[src/rtl/speed_meas_pkg.sv]
// Shared constants and helpers for the speed measurement blocks.
// Contents: default parameter values, a ceil-log2 constant function and the
// running-sum width derivation used by speed_meas_avg.
package speed_meas_pkg;

  localparam int unsigned DefWidth    = 32;
  localparam int unsigned DefAvgDepth = 8;
  localparam int unsigned DefPulses   = 4;
  localparam int unsigned DefFilter   = 500;
  localparam int unsigned DefTimeout  = 50000000;

  // Ceiling log2; clog2(1) == 0.
  function automatic int unsigned clog2(input int unsigned value);
    int unsigned res;
    res = 0;
    while ((64'd1 << res) < 64'(value)) begin
      res++;
    end
    return res;
  endfunction

  // AVG_DEPTH samples of WIDTH bits each can never overflow this width.
  function automatic int unsigned sum_width(input int unsigned width, input int unsigned depth);
    return width + clog2(depth);
  endfunction

endpackage

[src/rtl/sig_debounce.sv]
// Two-flop synchroniser followed by a run-length debouncer.
// The output only follows the synchronised input after it has disagreed with
// the output for FILTER consecutive clocks; any agreeing clock restarts the run.
// Ports:
//   i_clk    system clock
//   i_rst_n  asynchronous active-low reset
//   i_in     raw asynchronous input
//   o_out    synchronised, debounced level
module sig_debounce
  import speed_meas_pkg::*;
#(
  parameter int unsigned FILTER = DefFilter
) (
  input  logic i_clk,
  input  logic i_rst_n,
  input  logic i_in,
  output logic o_out
);

  localparam int unsigned CntW = clog2(FILTER) + 1;

  logic            r_sync1;
  logic            r_sync2;
  logic            r_out;
  logic [CntW-1:0] r_cnt;

  always_ff @(posedge i_clk or negedge i_rst_n) begin
    if (!i_rst_n) begin
      r_sync1 <= 1'b0;
      r_sync2 <= 1'b0;
      r_out   <= 1'b0;
      r_cnt   <= '0;
    end else begin
      r_sync1 <= i_in;
      r_sync2 <= r_sync1;
      if (r_sync2 == r_out) begin
        r_cnt <= '0;
      end else if (r_cnt == CntW'(FILTER - 1)) begin
        r_out <= r_sync2;
        r_cnt <= '0;
      end else begin
        r_cnt <= r_cnt + 1'b1;
      end
    end
  end

  assign o_out = r_out;

endmodule

[src/rtl/speed_meas_avg.sv]
// Period measurement with running-sum moving average.
// Counts clock cycles spanned by PULSES debounced rising edges of i_in, or
// forces a TIMEOUT sample when the input stalls, and averages the last
// AVG_DEPTH accepted samples.
// Ports:
//   i_clk         system clock
//   i_rst_n       asynchronous active-low reset
//   i_in          raw asynchronous pulse input
//   i_clr         synchronous clear of the averaging window (one-cycle pulse)
//   o_sample      last raw period sample
//   o_sample_vld  one-cycle strobe, o_sample updated
//   o_speed       averaged period in clock cycles
//   o_speed_vld   one-cycle strobe, o_speed updated
//   o_filled      window holds AVG_DEPTH samples
//   o_stall       last sample was a timeout sample
module speed_meas_avg
  import speed_meas_pkg::*;
#(
  parameter int unsigned WIDTH     = DefWidth,
  parameter int unsigned AVG_DEPTH = DefAvgDepth,
  parameter int unsigned PULSES    = DefPulses,
  parameter int unsigned FILTER    = DefFilter,
  parameter int unsigned TIMEOUT   = DefTimeout
) (
  input  logic             i_clk,
  input  logic             i_rst_n,
  input  logic             i_in,
  input  logic             i_clr,
  output logic [WIDTH-1:0] o_sample,
  output logic             o_sample_vld,
  output logic [WIDTH-1:0] o_speed,
  output logic             o_speed_vld,
  output logic             o_filled,
  output logic             o_stall
);

  localparam int unsigned LogDepth = clog2(AVG_DEPTH);
  localparam int unsigned SumW     = sum_width(WIDTH, AVG_DEPTH);
  localparam int unsigned EdgeW    = clog2(PULSES) + 1;
  localparam int unsigned FillW    = LogDepth + 1;
  localparam logic [WIDTH-1:0] CntMax = '1;

  logic                w_db;
  logic                w_edge;
  logic                w_edge_sample;
  logic                w_timeout_sample;
  logic                w_sample_evt;
  logic                w_accept;
  logic                w_full;

  logic                r_db_prev;
  logic [WIDTH-1:0]    r_cnt;
  logic [EdgeW-1:0]    r_edge_cnt;
  logic                r_discard;
  logic                r_stall;
  logic [WIDTH-1:0]    r_buf [AVG_DEPTH];
  logic [SumW-1:0]     r_sum;
  logic [LogDepth-1:0] r_wp;
  logic [FillW-1:0]    r_fill;
  logic [WIDTH-1:0]    r_sample;
  logic                r_sample_vld;
  logic [WIDTH-1:0]    r_speed;
  logic                r_speed_vld;

  sig_debounce #(
    .FILTER(FILTER)
  ) u_debounce (
    .i_clk  (i_clk),
    .i_rst_n(i_rst_n),
    .i_in   (i_in),
    .o_out  (w_db)
  );

  always_comb begin
    w_edge           = w_db & ~r_db_prev;
    w_edge_sample    = w_edge && (r_edge_cnt == EdgeW'(PULSES - 1));
    // An edge sample in the same cycle takes precedence over the timeout.
    w_timeout_sample = !w_edge_sample && (r_cnt == WIDTH'(TIMEOUT));
    w_sample_evt     = w_edge_sample || w_timeout_sample;
    w_accept         = w_sample_evt && !r_discard && !i_clr;
    w_full           = (r_fill == FillW'(AVG_DEPTH));
  end

  // Event detection: period counter, edge counter, discard and stall flags.
  always_ff @(posedge i_clk or negedge i_rst_n) begin
    if (!i_rst_n) begin
      r_db_prev  <= 1'b0;
      r_cnt      <= '0;
      r_edge_cnt <= '0;
      r_discard  <= 1'b1;
      r_stall    <= 1'b0;
    end else begin
      r_db_prev <= w_db;
      if (i_clr) begin
        r_cnt      <= WIDTH'(1);
        r_edge_cnt <= '0;
        r_discard  <= 1'b1;
        r_stall    <= 1'b0;
      end else if (w_sample_evt) begin
        // Discarded samples still restart the period and clear the discard flag.
        r_cnt      <= WIDTH'(1);
        r_edge_cnt <= '0;
        r_discard  <= 1'b0;
        r_stall    <= w_timeout_sample;
      end else begin
        if (r_cnt != CntMax) begin
          r_cnt <= r_cnt + 1'b1;
        end
        if (w_edge) begin
          r_edge_cnt <= r_edge_cnt + 1'b1;
        end
      end
    end
  end

  // Ring buffer, running sum and output pipeline.
  always_ff @(posedge i_clk or negedge i_rst_n) begin
    if (!i_rst_n) begin
      for (int i = 0; i < int'(AVG_DEPTH); i++) begin
        r_buf[i] <= '0;
      end
      r_sum        <= '0;
      r_wp         <= '0;
      r_fill       <= '0;
      r_sample     <= '0;
      r_sample_vld <= 1'b0;
      r_speed      <= '0;
      r_speed_vld  <= 1'b0;
    end else begin
      r_sample_vld <= w_accept;
      r_speed_vld  <= 1'b0;
      if (i_clr) begin
        // Empty slots must read zero so the running sum stays exact on refill.
        for (int i = 0; i < int'(AVG_DEPTH); i++) begin
          r_buf[i] <= '0;
        end
        r_sum   <= '0;
        r_wp    <= '0;
        r_fill  <= '0;
        r_speed <= '0;
      end else begin
        if (w_accept) begin
          r_sample    <= r_cnt;
          r_buf[r_wp] <= r_cnt;
          r_sum       <= r_sum + SumW'(r_cnt) - SumW'(r_buf[r_wp]);
          r_wp        <= r_wp + 1'b1;  // power-of-two depth wraps naturally
          if (!w_full) begin
            r_fill <= r_fill + 1'b1;
          end
        end
        if (r_sample_vld && w_full) begin
          r_speed     <= r_sum[SumW-1:LogDepth];
          r_speed_vld <= 1'b1;
        end
      end
    end
  end

  assign o_sample     = r_sample;
  assign o_sample_vld = r_sample_vld;
  assign o_speed      = r_speed;
  assign o_speed_vld  = r_speed_vld;
  assign o_filled     = w_full;
  assign o_stall      = r_stall;

endmodule

[config.mk]
export PLATFORM = sky130hd
export DESIGN_NAME = speed_meas_avg
export DESIGN_NICKNAME = d
export VERILOG_FILES = /design/src/rtl/speed_meas_pkg.sv /design/src/rtl/sig_debounce.sv /design/src/rtl/speed_meas_avg.sv
export SDC_FILE = /design/constraint.sdc
export NUM_CORES = 1
export LEC_CHECK = 0
export CAP_MARGIN = 20
export CORE_AREA = 2 2 218 220
export DETAILED_ROUTE_END_ITERATION = 16
export DIE_AREA = 0 0 220 222
export REMOVE_ABC_BUFFERS = 1
export SETUP_SLACK_MARGIN = 0.3
export SYNTH_ARGS = -nofsm -noshare
export SYNTH_HDL_FRONTEND = slang
export SYNTH_SLANG_ARGS = --single-unit
export TNS_END_PERCENT = 1
[constraint.sdc]
create_clock -name i_clk -period 6 [get_ports i_clk]
set_input_delay 1.8 -clock i_clk [delete_from_list [all_inputs] [get_ports i_clk]]
set_output_delay 1.8 -clock i_clk [all_outputs]
set_load 0.01 [all_outputs]
==> results of run 1 <==
[worst max-delay path, cell delays in order, from the launching register on]
cell,delay [ns]
dfrtp_1,0.53
nor3b_2,0.48
buf_4,0.30
buf_4,0.29
a22oi_1,0.13
nand4_1,0.15
fa_1,0.42
inv_1,0.07
ha_1,0.27
a21o_1,0.18
a21o_1,0.20
a311oi_1,0.71
o211ai_1,0.33
a221oi_2,0.49
o311a_1,0.28
a21boi_1,0.10
xnor2_1,0.13
o21ai_0,0.08
[sequential cells by signal, summed over array words and instances (netlist names), 3 cells and up]
register,flops
o_sample,32
o_speed,32
r_buf,256
r_cnt,32
r_edge_cnt,3
r_fill,4
r_sum,35
r_wp,3
u_debounce.r_cnt,10
[cells in the mapped netlist, types with 33 or more instances]
master / number
nand2_1: 646
dfrtp_1: 414
a21oi_1: 320
clkbuf_1: 172
inv_1: 141
a22oi_1: 128
nor2_1: 72
o21ai_0: 50
xnor2_1: 50
nand4_1: 48
ha_1: 43
a21o_1: 33
[layout make-up]
class | count | share of cell area, %
Sequential cell | 415 | 44.44
Multi-Input combinational cell | 1615 | 39.37
Clock buffer | 66 | 5.498
Timing Repair Buffer | 108 | 4.497
Tap cell | 607 | 3.249
Inverter | 141 | 2.264
Clock inverter | 15 | 0.6905
[layer usage]
layer | up-vias | GRT usage, % | part of all wire, %
met2 | 734 | 41.50 | 46
li1 | 7812 | - | -
met4 | 2 | 9.353 | 3.2
met1 | 8567 | 39.15 | 43
met3 | 142 | 4.458 | 7.8
met5 | - | 0 | 0.020
[cells by family (layout without fill, tap and decap cells)]
family	count (synthesis)	in the layout	share of synthesized area (%)
buffers and inverters	325	330	5.932
multiplexers	4	4	0.2052
adder cells (fa/ha/maj)	75	75	5.685
XOR/XNOR	69	69	2.915
AND/OR/NAND/NOR	866	866	17.49
flip-flops	415	415	50.10
AO/OA/AOI/OAI	601	601	17.68
[worst min-delay path by stage]
stage,startpoint,to,slack (ns),cells past startpoint
6_report,u_debounce.r_sync1,u_debounce.r_sync2,0.36,0
3_3_place_gp,u_debounce.r_sync1,u_debounce.r_sync2,0.35,0
4_1_cts,u_debounce.r_sync1,u_debounce.r_sync2,0.36,0
3_5_place_dp,u_debounce.r_sync1,u_debounce.r_sync2,0.34,0
5_1_grt,u_debounce.r_sync1,u_debounce.r_sync2,0.37,0
2_1_floorplan,u_debounce.r_sync1,u_debounce.r_sync2,0.33,0
[power by group through the flow]
stage | logic (mW) | clock network (mW) | registers, mW
finish | 0.403 | 2.79 | 2.83
global route | 0.443 | 2.94 | 2.83
CTS | 0.405 | 2.83 | 2.83
detailed placement | 0.403 | 0 | 2.88
global placement | 0.401 | 0 | 2.88
floorplan | 0.204 | 0 | 2.89
[layout by cell type, fill, tap and decap left out, types with 17 or more instances in the layout]
cell	netlist	final
nand2_1	646	638
nand4_1	48	48
clkbuf_16	0	45
fa_1	32	32
inv_1	141	141
a22o_1	32	32
xnor2_1	50	50
a21o_1	33	33
o21ai_0	50	50
a21oi_1	320	319
clkdlybuf4s50_1	0	69
nand3_1	17	17
nor2_1	72	68
a22oi_1	128	128
dfrtp_1	414	414
ha_1	43	43
xor2_1	19	19
buf_4	0	32
[through the flow]
stage               util, %  area [µm²]
finish                50.53       23370
CTS                   50.48       23350
detailed placement    47.36       21910
global placement      47.33       21900
global route          50.53       23370
floorplan                 -       20030
==> metrics.txt, run 1 <==
total internal power 4.570 mW; CTS Sinks 415; vias in the first global route 17,008; Final Cycle Share just under 90%; combinational power share between 6 and 7%; FILL cells 4,320; endpoints failing setup 0; top cells by area, synth dfrtp_1 (50%), nand2_1 (12%), a21oi_1 (7.7%), a22oi_1 (4.6%), clkbuf_1 (3.1%); R2R Path End r_sum[31]; pre-CTS setup slack between 0.7 and 0.8 ns; status finished, final reports clean; WL final 65,400 µm; root buffer selected by CTS clkbuf_16; CP required 6.46 ns; post_cts resized 0; I/O Pins between 70 and 80; r2r setup slk 0.73 ns; Final WS setup roughly 0.73 ns; worst endpoint data arrival time 5.73 ns; yosys warns 0; largest net degree at the start of global routing 100; Final Non-Filler Cells 2,967; Initial DRC Count 1,873; CP Launch Point r_wp[1]; RePlAce Congestion 0.9058; max-cap viol count 0; Inst Count DP 2,885; Via density between 5 and 6; TritonCTS clock tree built; Max IR drop VDD around 0.15 mV; critical-path maximum fanout 13; 1st-pass router iterations 5; cell taking the most area after synthesis dfrtp_1; achievable frequency 0.1898 GHz; Die Y 222 µm; reg-to-reg critical path startpoint r_wp[1]; GRT Overall Usage 27.17%; proportion of power drawn by the clock network 46.3%; Synth Register Bits 415; Post-DP HPWL 40,100 µm; Post-synth ARST share 100.0%; library cells used by synthesis between 50 and 60; Slew Limit Fails 0; Period minus WS final 5.270 ns; EDFF count, synth 0; global-route wire length before repair 102,200 µm; leakage 10.03 nW; post-synth design cell area 20,730 µm²; Synth Flop Type dfrtp_1; startpoint types flip-flop; Worst Setup End Kind flip-flop; hold slack 0.3611 ns; top-area cell type share of the netlist area 49.97%; initial antenna violation count 2; Worst-Margin Slew 1.154 ns; Cells after Synth 2,355; CP endpoint r_sum[31]; skew final approximately 0.013 ns; die width ~220 µm; synthesized area per cell 8.804 µm²; remaining global-route overflow 0; Power Density between 200 and 300 nW/µm²; Post-layout nets 2,405; relative slew slack 23.03%; R2R cell count 17; Final ANT Viol Nets 0; CP Class flip-flop to flip-flop; Initial Util 44.82%; post-synthesis sequential area ratio 50.10%; H-tree Lvls 2; DRC violations left 0; core area 46,260 µm²; routed via count 17,257; clock buffer depth 3; sw frac 24.06%; Layout area overhead 12.74%; # hold bufs at CTS 0; Hold Fails Final Rpt 0; area of the multi-input gates 9201 µm²; antenna cells 0; Clock Latency Late Sink 0.59 ns; register share of total power a little under half; PortBufs 71; HP Class flip-flop to flip-flop; row count 79; die area 48,840 µm²; Clk pin slew, worst setup/hold paths about 0.060 ns; unrepaired setup endpoints after global routing false; setup_tns 0 ns; Pwr Total 6.018 mW; Num CTS Buffers 45; post-CTS setup buffer count 0; share of cells above drive strength 1 6.102%; Switch Pwr 1.448 mW; Reg area a little over 10,000 µm²; post-DR wirelength/cell 22.04 µm
No activity file was read; power rests on OpenSTA's default activity.
==> run 2, diff against run 1 <==
CORE_AREA = 2 2 219 221   (was 2 2 218 220)
DIE_AREA = 0 0 221 223   (was 0 0 220 222)
SYNTH_HIERARCHICAL = 1   (was not set)
==> run 2 against run 1 <==
  * Design area is 1.5% higher
  * Total power is 3.5% higher
  * Non-clock buffer count is 6 higher
  * Critical endpoint is now r_sum[32]
  * Area after synthesis is 0.94% higher
==> metrics.txt, run 2 <==
Most common cell on crit path nand4_1; register bank with the most flops r_buf; Worst path slowest cell and3_1; skew final 0.02017 ns (+0.007099 ns); synthesized area per cell 8.841 µm² (+0.43%); met3 Track Usage GR 4.149% (-0.31 points); # hold bufs at CTS 0 (unchanged); most frequent cells in the layout nand2_1 (620), dfrtp_1 (414), a21oi_1 (316); WL final 64,240 µm (-1.8%); yosys warns 6 (+6); Power Density 262.4 nW/µm² (+1.9%); max-cap viol count 0 (unchanged); die width 221 µm (+0.45%); pre-CTS setup slack 0.8976 ns (+0.1095 ns); register share of total power 45.2% (-1.8 points); H-tree Lvls 2 (unchanged); Post-layout nets 2,421 (+0.67%); FILL cells 4,412 (+2.1%); Post-DP HPWL 40,440 µm (+0.84%); post-synth design cell area 20,930 µm² (+0.94%); Final WS setup 0.8386 ns (+0.1086 ns); share of cells above drive strength 1 6.807% (+0.71 points); global-route wire length before repair 101,300 µm (-0.87%); Die Y 223 µm (+0.45%); Via density 5.810 (-0.11%); area of the multi-input gates 9299 µm² (+1.1%); cell taking the most area after synthesis dfrtp_1; achievable frequency 0.1937 GHz (+2.1%); Layout Utilization 50.33% (-0.20 points); Period minus WS final 5.161 ns (-0.1086 ns); die area 49,280 µm² (+0.91%); CTS Sinks 415 (unchanged); post-synthesis sequential area ratio 49.63% (-0.47 points); Cells after Synth 2,367 (+0.51%); Hold Fails Final Rpt 0 (unchanged); mux share of post-synthesis cell area 0.2930% (+0.088 points); remaining global-route overflow 0 (unchanged); status finished, final reports clean; most numerous cell in the Yosys netlist nand2_1; commonest non-fill, non-tap cell in the layout nand2_1; Synth Flop Type dfrtp_1; largest family of logic cells by synthesized area simple AND/OR/NAND/NOR gates; antenna cells 0 (unchanged); core area 47,150 µm² (+1.9%); CP required 6.51 ns (+0.05 ns); Final ANT Viol Nets 0 (unchanged); Max IR drop VDD 0.2046 mV (+32%); DRC violations left 0 (unchanged); Regs by FF count r_buf (256), r_sum (35); Simple-Gate Fraction of Synth Area 17.85% (+0.36 points); worst endpoint data arrival time 5.67 ns (-0.06 ns); max reg flops 256 (unchanged); top-area cell type share of the netlist area 49.50% (-0.47 points); CP Class flip-flop to flip-flop; Initial DRC Count 1,851 (-1.2%); combinational power share 5.9% (-0.8 points); Worst Setup End Kind flip-flop; row count 80 (+1.3%); EDFF count, synth 0 (unchanged); top cells by area, synth dfrtp_1 (50%), nand2_1 (11%), a21oi_1 (7.6%), a22oi_1 (4.6%), fa_1 (3.1%); total internal power 4.765 mW (+4.3%); Layout area overhead 13.39%; initial antenna violation count 1 (-1); clock buffer depth 3 (unchanged); Slew Limit Fails 0 (unchanged); Initial Util 44.39% (-0.43 points); post-CTS setup buffer count 0 (unchanged); post_cts resized 0 (unchanged); TritonCTS clock tree built; RePlAce Congestion 0.9420 (+4.0%); setup_tns 0 ns (unchanged); routed via count 17,401 (+0.83%); Reg area 10,390 µm² (unchanged); crit path cell chain and3_1, buf_4, a22oi_1, nand4_1, fa_1, inv_1, ha_1, a2111oi_0, o21ai_0, nand4b_1, o211a_1, nand2_1, nand4_1, o211ai_1, or4_1, a31oi_1; Clk pin slew, worst setup/hold paths 0.06 ns (about the same); GR Util met2 41.52% (about the same); HP Class flip-flop to flip-flop; Num CTS Buffers 47 (+4.4%); I/O Pins 72 (unchanged); Compound-Gate Fraction of Synth Area 17.74% (+0.068 points); relative slew slack 23.37% (+0.34 points); Final Cycle Share 86.02% (-1.8 points); post-DR wirelength/cell 21.45 µm (-2.7%); GRT Overall Usage 26.17% (-1.0 points); max incr delay on CP 0.76 ns (+0.05 ns); largest net degree at the start of global routing 128 (+28%); endpoints failing setup 0 (unchanged); 1st-pass router iterations 5 (unchanged); Synth Register Bits 415 (unchanged); unrepaired setup endpoints after global routing false; critical-path maximum fanout 20 (+7); most frequent cells after synthesis nand2_1 (628), dfrtp_1 (414), a21oi_1 (317); PortBufs 71 (unchanged); root buffer selected by CTS clkbuf_16; Worst-Margin Slew 1.147 ns (-0.007509 ns); Synth Area in Adders 5.632% (-0.053 points); xor and xnor fraction of the mapped netlist area 2.595% (-0.32 points); GR peak layer met2; startpoint types flip-flop; sw frac 23.46% (-0.60 points); Clock Latency Late Sink 0.60 ns (about the same); proportion of power drawn by the clock network 48.9% (+2.6 points); Switch Pwr 1.460 mW (+0.88%); leakage 10.18 nW (+1.5%); library cells used by synthesis 68 (+15%); Post-synth ARST share 100.0% (unchanged); vias in the first global route 17,330 (+1.9%); met1 Usage GRT 36.44% (-2.7 points)
==> run 2: power groups by stage <==
| stage | clock [mW] | combinational (mW) | sequential, mW |
|---|---|---|---|
| detailed placement | 0 | 0.363 | 2.86 |
| global route | 3.19 | 0.403 | 2.81 |
| CTS | 3.10 | 0.366 | 2.81 |
| floorplan | 0 | 0.193 | 2.86 |
| global placement | 0 | 0.361 | 2.86 |
| finish | 3.05 | 0.365 | 2.81 |
==> run 2: worst max-delay path: cells and delay by family (launching register included) <==
family	cells	cell delay, ns
and+or+nand+nor	6	1.92
DFF	1	0.59
adders and majority gates	2	0.73
AOI/OAI and AO/OA	6	1.31
buffers and inverters	2	0.54
==> run 2: final cells by class <==
cell class,count,area share (%)
multi-input combinational,1617,39.19
timing repair buffer,114,4.608
tap,615,3.243
clock inverter,18,1.091
sequential,415,43.77
inverter,147,2.325
clock buffer,69,5.774
==> run 2: kinds of logic (layout without fill, tap and decap cells) <==
| group | Yosys count | after routing |
|---|---|---|
| buf+inv | 335 | 348 |
| mux | 6 | 6 |
| fa+ha+maj | 75 | 75 |
| simple gates | 865 | 865 |
| compound gates | 609 | 609 |
| flops | 415 | 415 |
| xor+xnor | 62 | 62 |
==> run 2: through the flow <==
step / power (mW) / hold WS, ns / std cells / area, µm²
floorplan: 3.058 / 0.3312 / 2179 / 20170
global placement: 3.225 / 0.3544 / 2908 / 22100
detailed placement: 3.228 / 0.3433 / 2908 / 22100
CTS: 6.277 / 0.3660 / 2995 / 23730
global route: 6.408 / 0.3712 / 2995 / 23730
finish: 6.226 / 0.3598 / 2995 / 23730
==> run 2: path summary, 6_finish.rpt <==
kind | startpoint | endpoint | slack [ns] | depth (start not counted)
min reg2reg | u_debounce/r_sync1 | u_debounce/r_sync2 | 0.36 | 0
min | u_debounce/r_sync1 | u_debounce/r_sync2 | 0.36 | 0
max reg2reg | r_wp[1] | r_sum[32] | 0.84 | 16
max in group asynchronous | i_rst_n | r_sum[25] | 3.55 | 2
max | r_wp[1] | r_sum[32] | 0.84 | 16
min in group asynchronous | i_rst_n | o_sample[1] | 1.25 | 1
==> run 2: layer usage <==
layer	vias up	share of wire, %
li1	7923	-
met2	705	47
met4	2	3.5
met1	8618	43
met5	-	0.020
met3	153	7.2
